File: config.mk
export PLATFORM = sky130hd
export DESIGN_NAME = reg_read_stage_flat
export DESIGN_NICKNAME = d
export VERILOG_FILES = /design/src/rtl/reg_read_stage_pkg.sv /design/src/rtl/reg_read_stage_if.sv /design/src/rtl/reg_read_stage_regfile_mem.sv /design/src/rtl/reg_read_stage.sv /design/src/flat_wrapper.sv
export SDC_FILE = /design/constraint.sdc
export NUM_CORES = 1
export LEC_CHECK = 0
export ABC_CLOCK_PERIOD_IN_PS = 5600
export BUFFER_PORTS_ARGS = -buffer_cell sky130_fd_sc_hd__buf_2
export CAP_MARGIN = 5
export CORE_MARGIN = 2
export CORE_UTILIZATION = 37
export DETAILED_ROUTE_END_ITERATION = 10
export PLACE_DENSITY = 0.53
export SLEW_MARGIN = 15
export SYNTH_ARGS = -nofsm -noshare
export SYNTH_HDL_FRONTEND = slang
export SYNTH_SLANG_ARGS = --single-unit
export TNS_END_PERCENT = 20
File: constraint.sdc
create_clock -name clk_dc -period 5.6 [get_ports clk_dc]
set_input_delay 0.84 -clock clk_dc [delete_from_list [all_inputs] [get_ports clk_dc]]
set_output_delay 0.84 -clock clk_dc [all_outputs]
set_load 0.02 [all_outputs]
File: src/rtl/reg_read_stage_pkg.sv
// Shared definitions for the decode-stage register read slice.
//   - Default widths/sizes for the register file and operand datapath.
//   - Register-number constants R0..R7.
//   - Pipeline-register action type and the priority decode that picks it.
package reg_read_stage_pkg;

    localparam int DEF_DATA_W   = 16;
    localparam int DEF_REG_N    = 8;
    localparam int DEF_ADDR_W   = 3;
    localparam bit DEF_ZERO_REG = 1'b0;

    localparam logic [2:0] R0 = 3'd0;
    localparam logic [2:0] R1 = 3'd1;
    localparam logic [2:0] R2 = 3'd2;
    localparam logic [2:0] R3 = 3'd3;
    localparam logic [2:0] R4 = 3'd4;
    localparam logic [2:0] R5 = 3'd5;
    localparam logic [2:0] R6 = 3'd6;
    localparam logic [2:0] R7 = 3'd7;

    // What the decode/execute pipeline register does on the next edge.
    typedef enum logic [1:0] {
        PR_FLUSH,   // kill the held/captured instruction, keep data
        PR_STALL,   // hold, but refresh operands from write-back
        PR_LOAD,    // capture a new instruction
        PR_IDLE     // bubble: drop valid, keep data
    } pr_action_e;

    // Flush beats stall, stall beats a new instruction.
    function automatic pr_action_e pr_action(input logic flush,
                                             input logic stall,
                                             input logic in_valid);
        if (flush)    return PR_FLUSH;
        if (stall)    return PR_STALL;
        if (in_valid) return PR_LOAD;
        return PR_IDLE;
    endfunction

endpackage

File: src/rtl/reg_read_stage_if.sv
// Decode-stage register read bus.
//   master : decode / write-back / hazard side (drives instruction, stall,
//            flush and write-back port; receives the pipeline register)
//   slave  : reg_read_stage itself
interface reg_read_stage_if
    import reg_read_stage_pkg::*;
#(
    parameter int DATA_W = DEF_DATA_W,
    parameter int ADDR_W = DEF_ADDR_W
);
    logic              in_valid;
    logic [ADDR_W-1:0] n_rs_in;
    logic [ADDR_W-1:0] n_rt_in;
    logic [ADDR_W-1:0] n_rd_in;
    logic              stall;
    logic              flush;
    logic              wb_en;
    logic [ADDR_W-1:0] n_wb;
    logic [DATA_W-1:0] wb_data;
    logic              out_valid;
    logic [DATA_W-1:0] rs_out;
    logic [DATA_W-1:0] rt_out;
    logic [ADDR_W-1:0] n_rs_out;
    logic [ADDR_W-1:0] n_rt_out;
    logic [ADDR_W-1:0] n_rd_out;

    modport master (
        output in_valid, n_rs_in, n_rt_in, n_rd_in, stall, flush,
               wb_en, n_wb, wb_data,
        input  out_valid, rs_out, rt_out, n_rs_out, n_rt_out, n_rd_out
    );

    modport slave (
        input  in_valid, n_rs_in, n_rt_in, n_rd_in, stall, flush,
               wb_en, n_wb, wb_data,
        output out_valid, rs_out, rt_out, n_rs_out, n_rt_out, n_rd_out
    );
endinterface

File: src/rtl/reg_read_stage_regfile_mem.sv
// Architectural register file: REG_N x DATA_W flops, async reset,
// one write port and two combinational read ports.
//   clk_dc, rst      : clock, async active-high reset (clears every entry)
//   wb_en/n_wb/wb_data : write port; out-of-range numbers and (when
//                      ZERO_REG) register 0 are never written
//   n_ra/ra_data, n_rb/rb_data : read ports; out-of-range numbers read 0
module reg_read_stage_regfile_mem
    import reg_read_stage_pkg::*;
#(
    parameter int DATA_W   = DEF_DATA_W,
    parameter int REG_N    = DEF_REG_N,
    parameter int ADDR_W   = DEF_ADDR_W,
    parameter bit ZERO_REG = DEF_ZERO_REG
) (
    input  logic              clk_dc,
    input  logic              rst,
    input  logic              wb_en,
    input  logic [ADDR_W-1:0] n_wb,
    input  logic [DATA_W-1:0] wb_data,
    input  logic [ADDR_W-1:0] n_ra,
    input  logic [ADDR_W-1:0] n_rb,
    output logic [DATA_W-1:0] ra_data,
    output logic [DATA_W-1:0] rb_data
);

    localparam logic [ADDR_W:0] REG_N_W = (ADDR_W + 1)'(REG_N);

    logic [DATA_W-1:0] regs_reg [REG_N];
    logic [REG_N-1:0]  wr_sel;

    // One-hot write decode; a hard-wired zero register never decodes.
    // Numbers >= REG_N match no entry, so those writes fall away.
    for (genvar gi = 0; gi < REG_N; gi++) begin : g_wsel
        if (ZERO_REG && gi == 0) begin : g_ro
            assign wr_sel[gi] = 1'b0;
        end else begin : g_rw
            assign wr_sel[gi] = wb_en && (n_wb == ADDR_W'(gi));
        end
    end

    // Async reset rules out block RAM here; this is a flop array.
    always_ff @(posedge clk_dc or posedge rst) begin
        if (rst) begin
            for (int i = 0; i < REG_N; i++) begin
                regs_reg[i] <= '0;
            end
        end else begin
            for (int i = 0; i < REG_N; i++) begin
                if (wr_sel[i]) begin
                    regs_reg[i] <= wb_data;
                end
            end
        end
    end

    assign ra_data = ({1'b0, n_ra} < REG_N_W) ? regs_reg[n_ra] : '0;
    assign rb_data = ({1'b0, n_rb} < REG_N_W) ? regs_reg[n_rb] : '0;

endmodule

File: src/rtl/reg_read_stage.sv
// Decode-stage register read.
// Owns the register file, selects operands with write-to-read bypass and
// registers them, together with the register numbers, into the
// decode/execute pipeline register. While stalled, held operands are
// refreshed from write-back so the instruction never leaves with stale data.
//   clk_dc : stage clock (rising edge)
//   rst    : async active-high reset
//   bus    : reg_read_stage_if.slave (instruction in, stall/flush,
//            write-back port, pipeline register out)
module reg_read_stage
    import reg_read_stage_pkg::*;
#(
    parameter int DATA_W   = DEF_DATA_W,
    parameter int REG_N    = DEF_REG_N,
    parameter int ADDR_W   = DEF_ADDR_W,
    parameter bit ZERO_REG = DEF_ZERO_REG
) (
    input  logic          clk_dc,
    input  logic          rst,
    reg_read_stage_if.slave bus
);

    localparam logic [ADDR_W:0] REG_N_W = (ADDR_W + 1)'(REG_N);

    logic [DATA_W-1:0] ra_data, rb_data;
    logic [DATA_W-1:0] rs_sel, rt_sel;
    logic [DATA_W-1:0] rs_refresh, rt_refresh;
    logic              rs_hit, rt_hit;
    pr_action_e        action;

    logic              valid_reg;
    logic [DATA_W-1:0] rs_reg, rt_reg;
    logic [ADDR_W-1:0] n_rs_reg, n_rt_reg, n_rd_reg;

    reg_read_stage_regfile_mem #(
        .DATA_W   (DATA_W),
        .REG_N    (REG_N),
        .ADDR_W   (ADDR_W),
        .ZERO_REG (ZERO_REG)
    ) u_regfile (
        .clk_dc  (clk_dc),
        .rst     (rst),
        .wb_en   (bus.wb_en),
        .n_wb    (bus.n_wb),
        .wb_data (bus.wb_data),
        .n_ra    (bus.n_rs_in),
        .n_rb    (bus.n_rt_in),
        .ra_data (ra_data),
        .rb_data (rb_data)
    );

    // A register number that can hold a non-zero value.
    function automatic logic readable(input logic [ADDR_W-1:0] n);
        return ({1'b0, n} < REG_N_W) && !(ZERO_REG && n == '0);
    endfunction

    // Operand select: forced zero, then same-cycle write bypass, then storage.
    function automatic logic [DATA_W-1:0] operand(input logic [ADDR_W-1:0] n,
                                                  input logic [DATA_W-1:0] stored,
                                                  input logic              wen,
                                                  input logic [ADDR_W-1:0] nwb,
                                                  input logic [DATA_W-1:0] wdata);
        if (!readable(n))        return '0;
        if (wen && nwb == n)     return wdata;
        return stored;
    endfunction

    assign rs_sel = operand(bus.n_rs_in, ra_data, bus.wb_en, bus.n_wb, bus.wb_data);
    assign rt_sel = operand(bus.n_rt_in, rb_data, bus.wb_en, bus.n_wb, bus.wb_data);

    // Stall refresh: only a live held instruction picks up write-back data,
    // and the forced-zero rule still overrides it.
    assign rs_hit     = valid_reg && bus.wb_en && (bus.n_wb == n_rs_reg);
    assign rt_hit     = valid_reg && bus.wb_en && (bus.n_wb == n_rt_reg);
    assign rs_refresh = readable(n_rs_reg) ? bus.wb_data : '0;
    assign rt_refresh = readable(n_rt_reg) ? bus.wb_data : '0;

    assign action = pr_action(bus.flush, bus.stall, bus.in_valid);

    always_ff @(posedge clk_dc or posedge rst) begin
        if (rst) begin
            valid_reg <= 1'b0;
            rs_reg    <= '0;
            rt_reg    <= '0;
            n_rs_reg  <= '0;
            n_rt_reg  <= '0;
            n_rd_reg  <= '0;
        end else begin
            case (action)
                PR_FLUSH: begin
                    valid_reg <= 1'b0;
                end
                PR_STALL: begin
                    if (rs_hit) rs_reg <= rs_refresh;
                    if (rt_hit) rt_reg <= rt_refresh;
                end
                PR_LOAD: begin
                    valid_reg <= 1'b1;
                    rs_reg    <= rs_sel;
                    rt_reg    <= rt_sel;
                    n_rs_reg  <= bus.n_rs_in;
                    n_rt_reg  <= bus.n_rt_in;
                    n_rd_reg  <= bus.n_rd_in;
                end
                default: begin
                    valid_reg <= 1'b0;
                end
            endcase
        end
    end

    assign bus.out_valid = valid_reg;
    assign bus.rs_out    = rs_reg;
    assign bus.rt_out    = rt_reg;
    assign bus.n_rs_out  = n_rs_reg;
    assign bus.n_rt_out  = n_rt_reg;
    assign bus.n_rd_out  = n_rd_reg;

endmodule

File: src/flat_wrapper.sv
// flat-port wrapper written by rule: the top's interface ports become plain ports
module reg_read_stage_flat import reg_read_stage_pkg::*;
#(
    parameter int DATA_W   = DEF_DATA_W,
    parameter int REG_N    = DEF_REG_N,
    parameter int ADDR_W   = DEF_ADDR_W,
    parameter bit ZERO_REG = DEF_ZERO_REG
)
  (clk_dc, rst, bus_in_valid, bus_n_rs_in, bus_n_rt_in, bus_n_rd_in, bus_stall, bus_flush, bus_wb_en, bus_n_wb, bus_wb_data, bus_out_valid, bus_rs_out, bus_rt_out, bus_n_rs_out, bus_n_rt_out, bus_n_rd_out);
  reg_read_stage_if #(.DATA_W(DATA_W), .ADDR_W(ADDR_W)) bus_i ();
  input  logic clk_dc;
  input  logic rst;
  input wire logic [$bits(bus_i.in_valid)-1:0] bus_in_valid;
  input wire logic [$bits(bus_i.n_rs_in)-1:0] bus_n_rs_in;
  input wire logic [$bits(bus_i.n_rt_in)-1:0] bus_n_rt_in;
  input wire logic [$bits(bus_i.n_rd_in)-1:0] bus_n_rd_in;
  input wire logic [$bits(bus_i.stall)-1:0] bus_stall;
  input wire logic [$bits(bus_i.flush)-1:0] bus_flush;
  input wire logic [$bits(bus_i.wb_en)-1:0] bus_wb_en;
  input wire logic [$bits(bus_i.n_wb)-1:0] bus_n_wb;
  input wire logic [$bits(bus_i.wb_data)-1:0] bus_wb_data;
  output wire logic [$bits(bus_i.out_valid)-1:0] bus_out_valid;
  output wire logic [$bits(bus_i.rs_out)-1:0] bus_rs_out;
  output wire logic [$bits(bus_i.rt_out)-1:0] bus_rt_out;
  output wire logic [$bits(bus_i.n_rs_out)-1:0] bus_n_rs_out;
  output wire logic [$bits(bus_i.n_rt_out)-1:0] bus_n_rt_out;
  output wire logic [$bits(bus_i.n_rd_out)-1:0] bus_n_rd_out;
  assign bus_i.in_valid = bus_in_valid;
  assign bus_i.n_rs_in = bus_n_rs_in;
  assign bus_i.n_rt_in = bus_n_rt_in;
  assign bus_i.n_rd_in = bus_n_rd_in;
  assign bus_i.stall = bus_stall;
  assign bus_i.flush = bus_flush;
  assign bus_i.wb_en = bus_wb_en;
  assign bus_i.n_wb = bus_n_wb;
  assign bus_i.wb_data = bus_wb_data;
  assign bus_out_valid = bus_i.out_valid;
  assign bus_rs_out = bus_i.rs_out;
  assign bus_rt_out = bus_i.rt_out;
  assign bus_n_rs_out = bus_i.n_rs_out;
  assign bus_n_rt_out = bus_i.n_rt_out;
  assign bus_n_rd_out = bus_i.n_rd_out;
  reg_read_stage #(.DATA_W(DATA_W), .REG_N(REG_N), .ADDR_W(ADDR_W), .ZERO_REG(ZERO_REG)) u_core (.clk_dc(clk_dc), .rst(rst), .bus(bus_i));
endmodule
==> results of run 1 <==
-- routing by layer --
layer  part of all wire (%)  track usage [%]  routed length, um  vias up
met5                      0                0                  0        -
met1                     46            23.94              10000     2805
li1                       -                -                  -     2319
met4                    1.0            4.463                225        0
met3                    2.8            3.569                616       19
met2                     51            31.30              11070       94
-- stage by stage --
step,hold WS [ns],area (sq um),setup slack (ns),cells
CTS,0.4828,10010,2.671,970
global route,0.5236,10040,2.635,971
finish,0.4770,10040,2.775,971
global placement,0.4666,9429,2.318,938
floorplan,0.4911,8895,0.1566,588
detailed placement,0.4663,9429,2.230,938
-- where the power goes --
| part | leakage, nW | switching, W | internal [W] |
|---|---|---|---|
| registers | 2.06 | 0.000185 | 0.00149 |
| clock network | 0.279 | 0.000516 | 0.000670 |
| logic | 1.79 | 0.000351 | 0.000490 |
| total | 4.13 | 0.00105 | 0.00265 |
-- critical path, delay by kind of cell --
kind	cells	cell delay [ns]
AOI/OAI and AO/OA	2	0.98
xor gates and xnor gates	1	0.24
buffers and inverters	1	0.76
muxes	1	0.29
-- cell families after synthesis --
| family | count (synthesis) | share of synthesized area (%) |
|---|---|---|
| multiplexers | 266 | 41.31 |
| XOR/XNOR | 12 | 1.182 |
| flip-flops | 170 | 47.83 |
| AND/OR/NAND/NOR | 46 | 2.743 |
| AO/OA/AOI/OAI | 36 | 2.616 |
| buffers and inverters | 58 | 4.318 |
-- synth_stat cells (2+ instances only) --
cell	instances
dfrtp_1	170
mux2_2	169
mux4_2	64
mux2i_1	33
nand2_1	33
o21ai_1	20
clkbuf_4	15
buf_2	14
o21ai_0	12
xnor2_1	12
clkbuf_1	11
buf_4	8
buf_6	4
buf_1	3
nand4b_1	3
nor3b_2	3
a41oi_1	2
a41oi_4	2
buf_12	2
nor3_2	2
-- layout make-up --
cell class              instances  share of cell area, %
clock buffers                  18                  4.374
clock inverters                14                  1.445
inverters                       1                0.08723
multi-input cells             360                  42.77
flip-flops and latches        170                  42.37
well taps                     319                  3.975
repair buffers                 89                  4.984
-- worst min-delay path by stage --
stage | startpoint | end | cells after the start
2_1_floorplan | u_core.u_regfile.regs_reg[16] | u_core.u_regfile.regs_reg[16] | 1
3_3_place_gp | u_core.bus.rs_out[12] | u_core.bus.rs_out[12] | 2
3_5_place_dp | u_core.bus.rt_out[3] | u_core.bus.rt_out[3] | 2
4_1_cts | u_core.bus.rt_out[3] | u_core.bus.rt_out[3] | 2
5_1_grt | u_core.bus.rs_out[3] | u_core.bus.rs_out[3] | 2
6_report | u_core.bus.rt_out[3] | u_core.bus.rt_out[3] | 2
==> out/metrics.csv, run 1 <==
stage,metric,value,unit
job,Max-Cap Viols,0,
clocking,setup bufs post-CTS,0,
synthesis,post-synthesis average cell area,15.13,sq um
routing,DR WL/cell,22.57,um
timing,worst-margin pin slew,1.140,ns
routing,DRC errors left,0,
placement,Port Buffers,75,
finish,fill count,2184,
finish,Nets,673,
floorplan,die area,25300,sq um
finish,area grow syn2layout,12.89,%
setup_path,Critical Path Source,bus_n_rs_in[2],
routing,DR vias/cell,5.393,
clocking,Clock Tree Buf Depth,2,
floorplan,# rows,56,
setup_path,worst r2r src,u_core.bus.out_valid,
finish,most frequent cells in the layout,"170 x dfrtp_1, 169 x mux2_2, 75 x buf_2",
clocking,TritonCTS clock tree,yes,
setup_path,crit path to,u_core.bus.rs_out[13],
synthesis,Gate Count Post-Synth,588,
synthesis,post-synth top area cell,dfrtp_1,
finish,layout cells sized above 1,55.98,%
synthesis,Synth area leaders,"dfrtp_1 48%, mux2_2 21%, mux4_2 16%",
clocking,CTS buffer count,17,
floorplan,io pins,76,
timing,fin crit period,2.825,ns
clocking,Worst-Skew Late Latency,0.44,ns
pwr,Tot Pwr,0.003701,W
synthesis,Post-synth top flop,dfrtp_1,
synthesis,Post-Syn Area,8895,sq um
routing,drt total wl,21920,um
setup_path,crit-path max FO,34,
clocking,Clock Tree Root,clkbuf_16,
global_routing,Total GRT Usage,18.25,%
finish,"most common cell after layout, fill and taps aside",dfrtp_1,
floorplan,CORE AREA,23540,sq um
timing,final hold vios,0,
setup_path,"Largest stage delay, worst path",0.87,ns
timing,count of pins over their slew limit,0,
pwr,maximum VDD drop,155.1,uV
finish,antenna diode count,0,
routing,vias,5237,
setup_path,crit path capture type,register,
timing,Final Skew,0.008904,ns
synthesis,warnings from Yosys,0,
global_routing,initial antenna violation count,0,
placement,gpl congestion,0.7401,
routing,post-route ant nets,0,
pwr,Pleak,4.128,nW
hold_path,Hold WC Path Type,register to register,
synthesis,Seq cells post-synth,170,
pwr,Pwr per Cell Area,368.6,nW/um^2
clocking,clk sinks,170,
setup_path,reg2reg setup slack,3.59,ns
synthesis,post-synth cell types,26,
global_routing,global route overflow,0,
floorplan,die height,159.1,um
synthesis,Post-synth EDFFs,0,
global_routing,largest net degree at the start of global routing,82,
floorplan,die outline width,159.1,um
setup_path,kind of critical path,primary input to register,
setup_path,RR Endpoint,u_core.bus.rt_out[0],
setup_path,CP max-delay cell,a41oi_4,
status,status,"finished, final reports clean",
finish,Multi-input gate area,4294,sq um
floorplan,Initial Util,37.78,%
synthesis,Synth Net Count,622,
setup_path,R2R cell count,3,
finish,max FFs per register,128,
finish,Reg area,4254,sq um
routing,DR pass1 iterations,4,
setup_path,CP Cell Sequence,buf_2 > xnor2_1 > a41oi_4 > mux2i_1 > o21ai_0,
global_routing,vias in the first global route,5731,
clocking,H-tree depth,4,
timing,Highest Clock Rate,354.0,MHz
setup_path,Critical Path AT,3.10,ns
synthesis,"Seq/Total Area, Yosys",47.83,%
finish,post-layout util,42.65,%
timing,RSZ-0062 raised after global routing,no,
timing,relative slew slack,23.75,%
setup_path,"Data required, critical path",5.88,ns
synthesis,Synth top area share,47.83,%
timing,Setup Total Neg Slack,0,ns
clocking,hold_buf cts,0,
synthesis,fraction of registers with async set/reset,100.0,%
clocking,clock-pin slew on the worst setup and hold paths,0.07,ns
timing,setup violators final,0,
timing,Final period util,50.44,%
clocking,Resized Gates After CTS,0,
routing,DR iter-0 viols,184,
global_routing,first-pass GRT wire length,34820,um
setup_path,critical path startpoint category,primary input,
placement,HPWL after DPL,13140,um
Note: power is estimated with default switching activity, not from simulation.
==> inputs of run 2 (changes only) <==
--- a/config.mk
+++ b/config.mk
@@ -5,7 +5,7 @@
 export SDC_FILE = /design/constraint.sdc
 export NUM_CORES = 1
 export LEC_CHECK = 0
-export ABC_CLOCK_PERIOD_IN_PS = 5600
+export ABC_CLOCK_PERIOD_IN_PS = 2500
 export BUFFER_PORTS_ARGS = -buffer_cell sky130_fd_sc_hd__buf_2
 export CAP_MARGIN = 5
 export CORE_MARGIN = 2
==> constraint.sdc (replaced) <==
create_clock -name clk_dc -period 2.5 [get_ports clk_dc]
set_input_delay 0.375 -clock clk_dc [delete_from_list [all_inputs] [get_ports clk_dc]]
set_output_delay 0.375 -clock clk_dc [all_outputs]
set_load 0.02 [all_outputs]
==> out/metrics.csv, run 2 (synthesized netlist as in run 1, its figures left out) <==
stage,metric,value,unit,change
global_routing,global route overflow,0,,unchanged
finish,post-layout util,43.62,%,+0.97 points
pwr,Comb pwr share,22.7,%,about the same
clocking,Worst-Skew Late Latency,0.42,ns,-0.02 ns
clocking,H-tree depth,4,,unchanged
global_routing,largest net degree at the start of global routing,104,,+27%
finish,"most common cell after layout, fill and taps aside",dfrtp_1,,
status,status,"finished, final reports clean",,
job,Max-Cap Viols,0,,unchanged
routing,DR pass1 iterations,5,,+1
placement,gpl congestion,0.7561,,+2.2%
timing,fin crit period,1.665,ns,
global_routing,Total GRT Usage,18.29,%,+0.041 points
floorplan,die outline width,159.1,um,unchanged
finish,layout cells sized above 1,56.19,%,+0.21 points
routing,drt total wl,21980,um,+0.31%
clocking,setup bufs post-CTS,0,,unchanged
placement,Port Buffers,75,,unchanged
setup_path,crit path capture type,register,,
clocking,TritonCTS clock tree,yes,,
pwr,sw power,0.002268,W,+120%
setup_path,critical path startpoint category,primary input,,
clocking,Clock Tree Root,clkbuf_16,,
routing,DR vias/cell,5.369,,-0.45%
clocking,clock-pin slew on the worst setup and hold paths,0.06,ns,about the same
timing,RSZ-0062 raised after global routing,no,,
placement,pre-CTS setup slack,0.2044,ns,-2.025 ns
timing,Final Skew,0.01075,ns,+0.001844 ns
pwr,Pleak,4.239,nW,+2.7%
finish,Layout Cells excl Fill,981,,+1.0%
finish,max FFs per register,128,,unchanged
pwr,internal power,0.006133,W,+130%
setup_path,crit-path max FO,11,,-68%
floorplan,CORE AREA,23540,sq um,unchanged
finish,antenna diode count,0,,unchanged
hold_path,Hold WC Path Type,primary input to asynchronous set/reset pin,,
clocking,clk sinks,170,,unchanged
setup_path,kind of critical path,primary input to register,,
placement,placed cell count,949,,+1.2%
routing,post-route ant nets,0,,unchanged
routing,Highest Signal Layer,met5,,
clocking,Clock Tree Buf Depth,2,,unchanged
finish,Nets,685,,+1.8%
clocking,Resized Gates After CTS,0,,unchanged
finish,Final Instance Area,10270,sq um,+2.3%
routing,met3 wire length,862,um,+40%
floorplan,Initial Util,37.78,%,unchanged
clocking,CTS buffer count,17,,unchanged
timing,relative slew slack,53.32,%,+30 points
pwr,Seq pwr share,44.6,%,-0.6 points
pwr,Pwr per Cell Area,818.1,nW/um^2,+120%
setup_path,"Data required, critical path",2.81,ns,-3.07 ns
floorplan,io pins,76,,unchanged
pwr,maximum VDD drop,286.8,uV,+85%
routing,Met1 Wirelength,9971,um,-0.29%
finish,fill count,2176,,-0.37%
finish,Reg area,4254,sq um,unchanged
timing,worst-margin pin slew,0.6979,ns,-0.4421 ns
global_routing,first-pass GRT wire length,34990,um,+0.47%
floorplan,die area,25300,sq um,unchanged
pwr,switching fraction of total power,26.99,%,-1.4 points
timing,"Worst Setup Slack, final",0.8347,ns,-1.941 ns
finish,most frequent cells in the layout,"170 x dfrtp_1, 169 x mux2_2, 75 x buf_2",,
finish,area grow syn2layout,15.45,%,
routing,DRC errors left,0,,unchanged
placement,HPWL after DPL,13140,um,about the same
floorplan,# rows,56,,unchanged
routing,DR WL/cell,22.41,um,-0.72%
finish,Multi-input gate area,4294,sq um,unchanged
timing,Highest Clock Rate,600.5,MHz,
timing,final hold vios,0,,unchanged
routing,DR iter-0 viols,309,,+68%
timing,count of pins over their slew limit,0,,unchanged
clocking,hold_buf cts,0,,unchanged
routing,met2 wire length,10700,um,-3.4%
global_routing,initial antenna violation count,1,,+1
setup_path,Critical Path AT,1.98,ns,-1.12 ns
floorplan,die height,159.1,um,unchanged
timing,Final period util,66.61,%,
global_routing,vias in the first global route,5707,,-0.42%
placement,placed inst area,9610,sq um,+1.9%
pwr,clock power share,32.6,%,+0.6 points
routing,vias,5267,,+0.57%
timing,setup violators final,0,,unchanged
[run 2: cell count changes in the layout (fill, tap and decap cells not counted), sizes merged]
cell,before,now
clkinv,5,1
buf,89,101
clkinvlp,4,2
clkbuf,18,24
bufinv,2,3
inv,4,1
[run 2: through the flow]
step | setup TNS, ns | hold slack [ns] | power [W]
after floorplan | -7.431 | 0.4414 | 0.005176
after global placement | 0 | 0.4621 | 0.005630
after detailed placement | 0 | 0.4700 | 0.005718
after CTS | 0 | 0.09923 | 0.008475
after global routing | 0 | 0.1148 | 0.008838
final | 0 | 0.09133 | 0.008401
[run 2: critical path, cell delays in order]
cell and delay [ns]:
buf_2 0.34, buf_4 0.26, mux4_2 0.51, mux2_2 0.27, mux2i_1 0.14, o21ai_1 0.07
[run 2: routing by layer]
metal	vias to the layer above	track usage, %
li1	2335	-
met1	2801	24.21
met2	99	29.92
met3	30	4.038
met4	2	6.240
met5	-	0
[run 2: layout make-up]
| class | instances | area share, % |
|---|---|---|
| multi-input combinational | 360 | 41.82 |
| sequential | 170 | 41.43 |
| timing repair buffer | 101 | 6.921 |
| clock buffer | 24 | 4.789 |
| tap | 319 | 3.887 |
| clock inverter | 6 | 1.084 |
| inverter | 1 | 0.07311 |
[run 2: power groups by stage]
stage / Clock (W) / Sequential (W) / Combinational (W)
finish: 0.00274 / 0.00375 / 0.00191
detailed placement: 0 / 0.00379 / 0.00193
CTS: 0.00280 / 0.00374 / 0.00193
global route: 0.00292 / 0.00383 / 0.00208
global placement: 0 / 0.00375 / 0.00189
floorplan: 0 / 0.00381 / 0.00137
[run 2: final timing paths]
| kind | endpoint | depth (start not counted) | slack (ns) | from |
|---|---|---|---|---|
| worst max-delay path | u_core.bus.rs_out[7] | 6 | 0.83 | bus_n_rs_in[0] |
| worst min-delay path | u_core.u_regfile.regs_reg[111] | 3 | 0.09 | rst |
| worst max register to register | u_core.bus.rt_out[2] | 4 | 0.84 | u_core.bus.out_valid |
| worst min register to register | u_core.bus.rs_out[4] | 2 | 0.47 | u_core.bus.rs_out[4] |
| max in group asynchronous | u_core.u_regfile.regs_reg[78] | 3 | 1.92 | rst |
| min in group clk_dc | u_core.bus.out_valid | 2 | 0.16 | bus_flush |
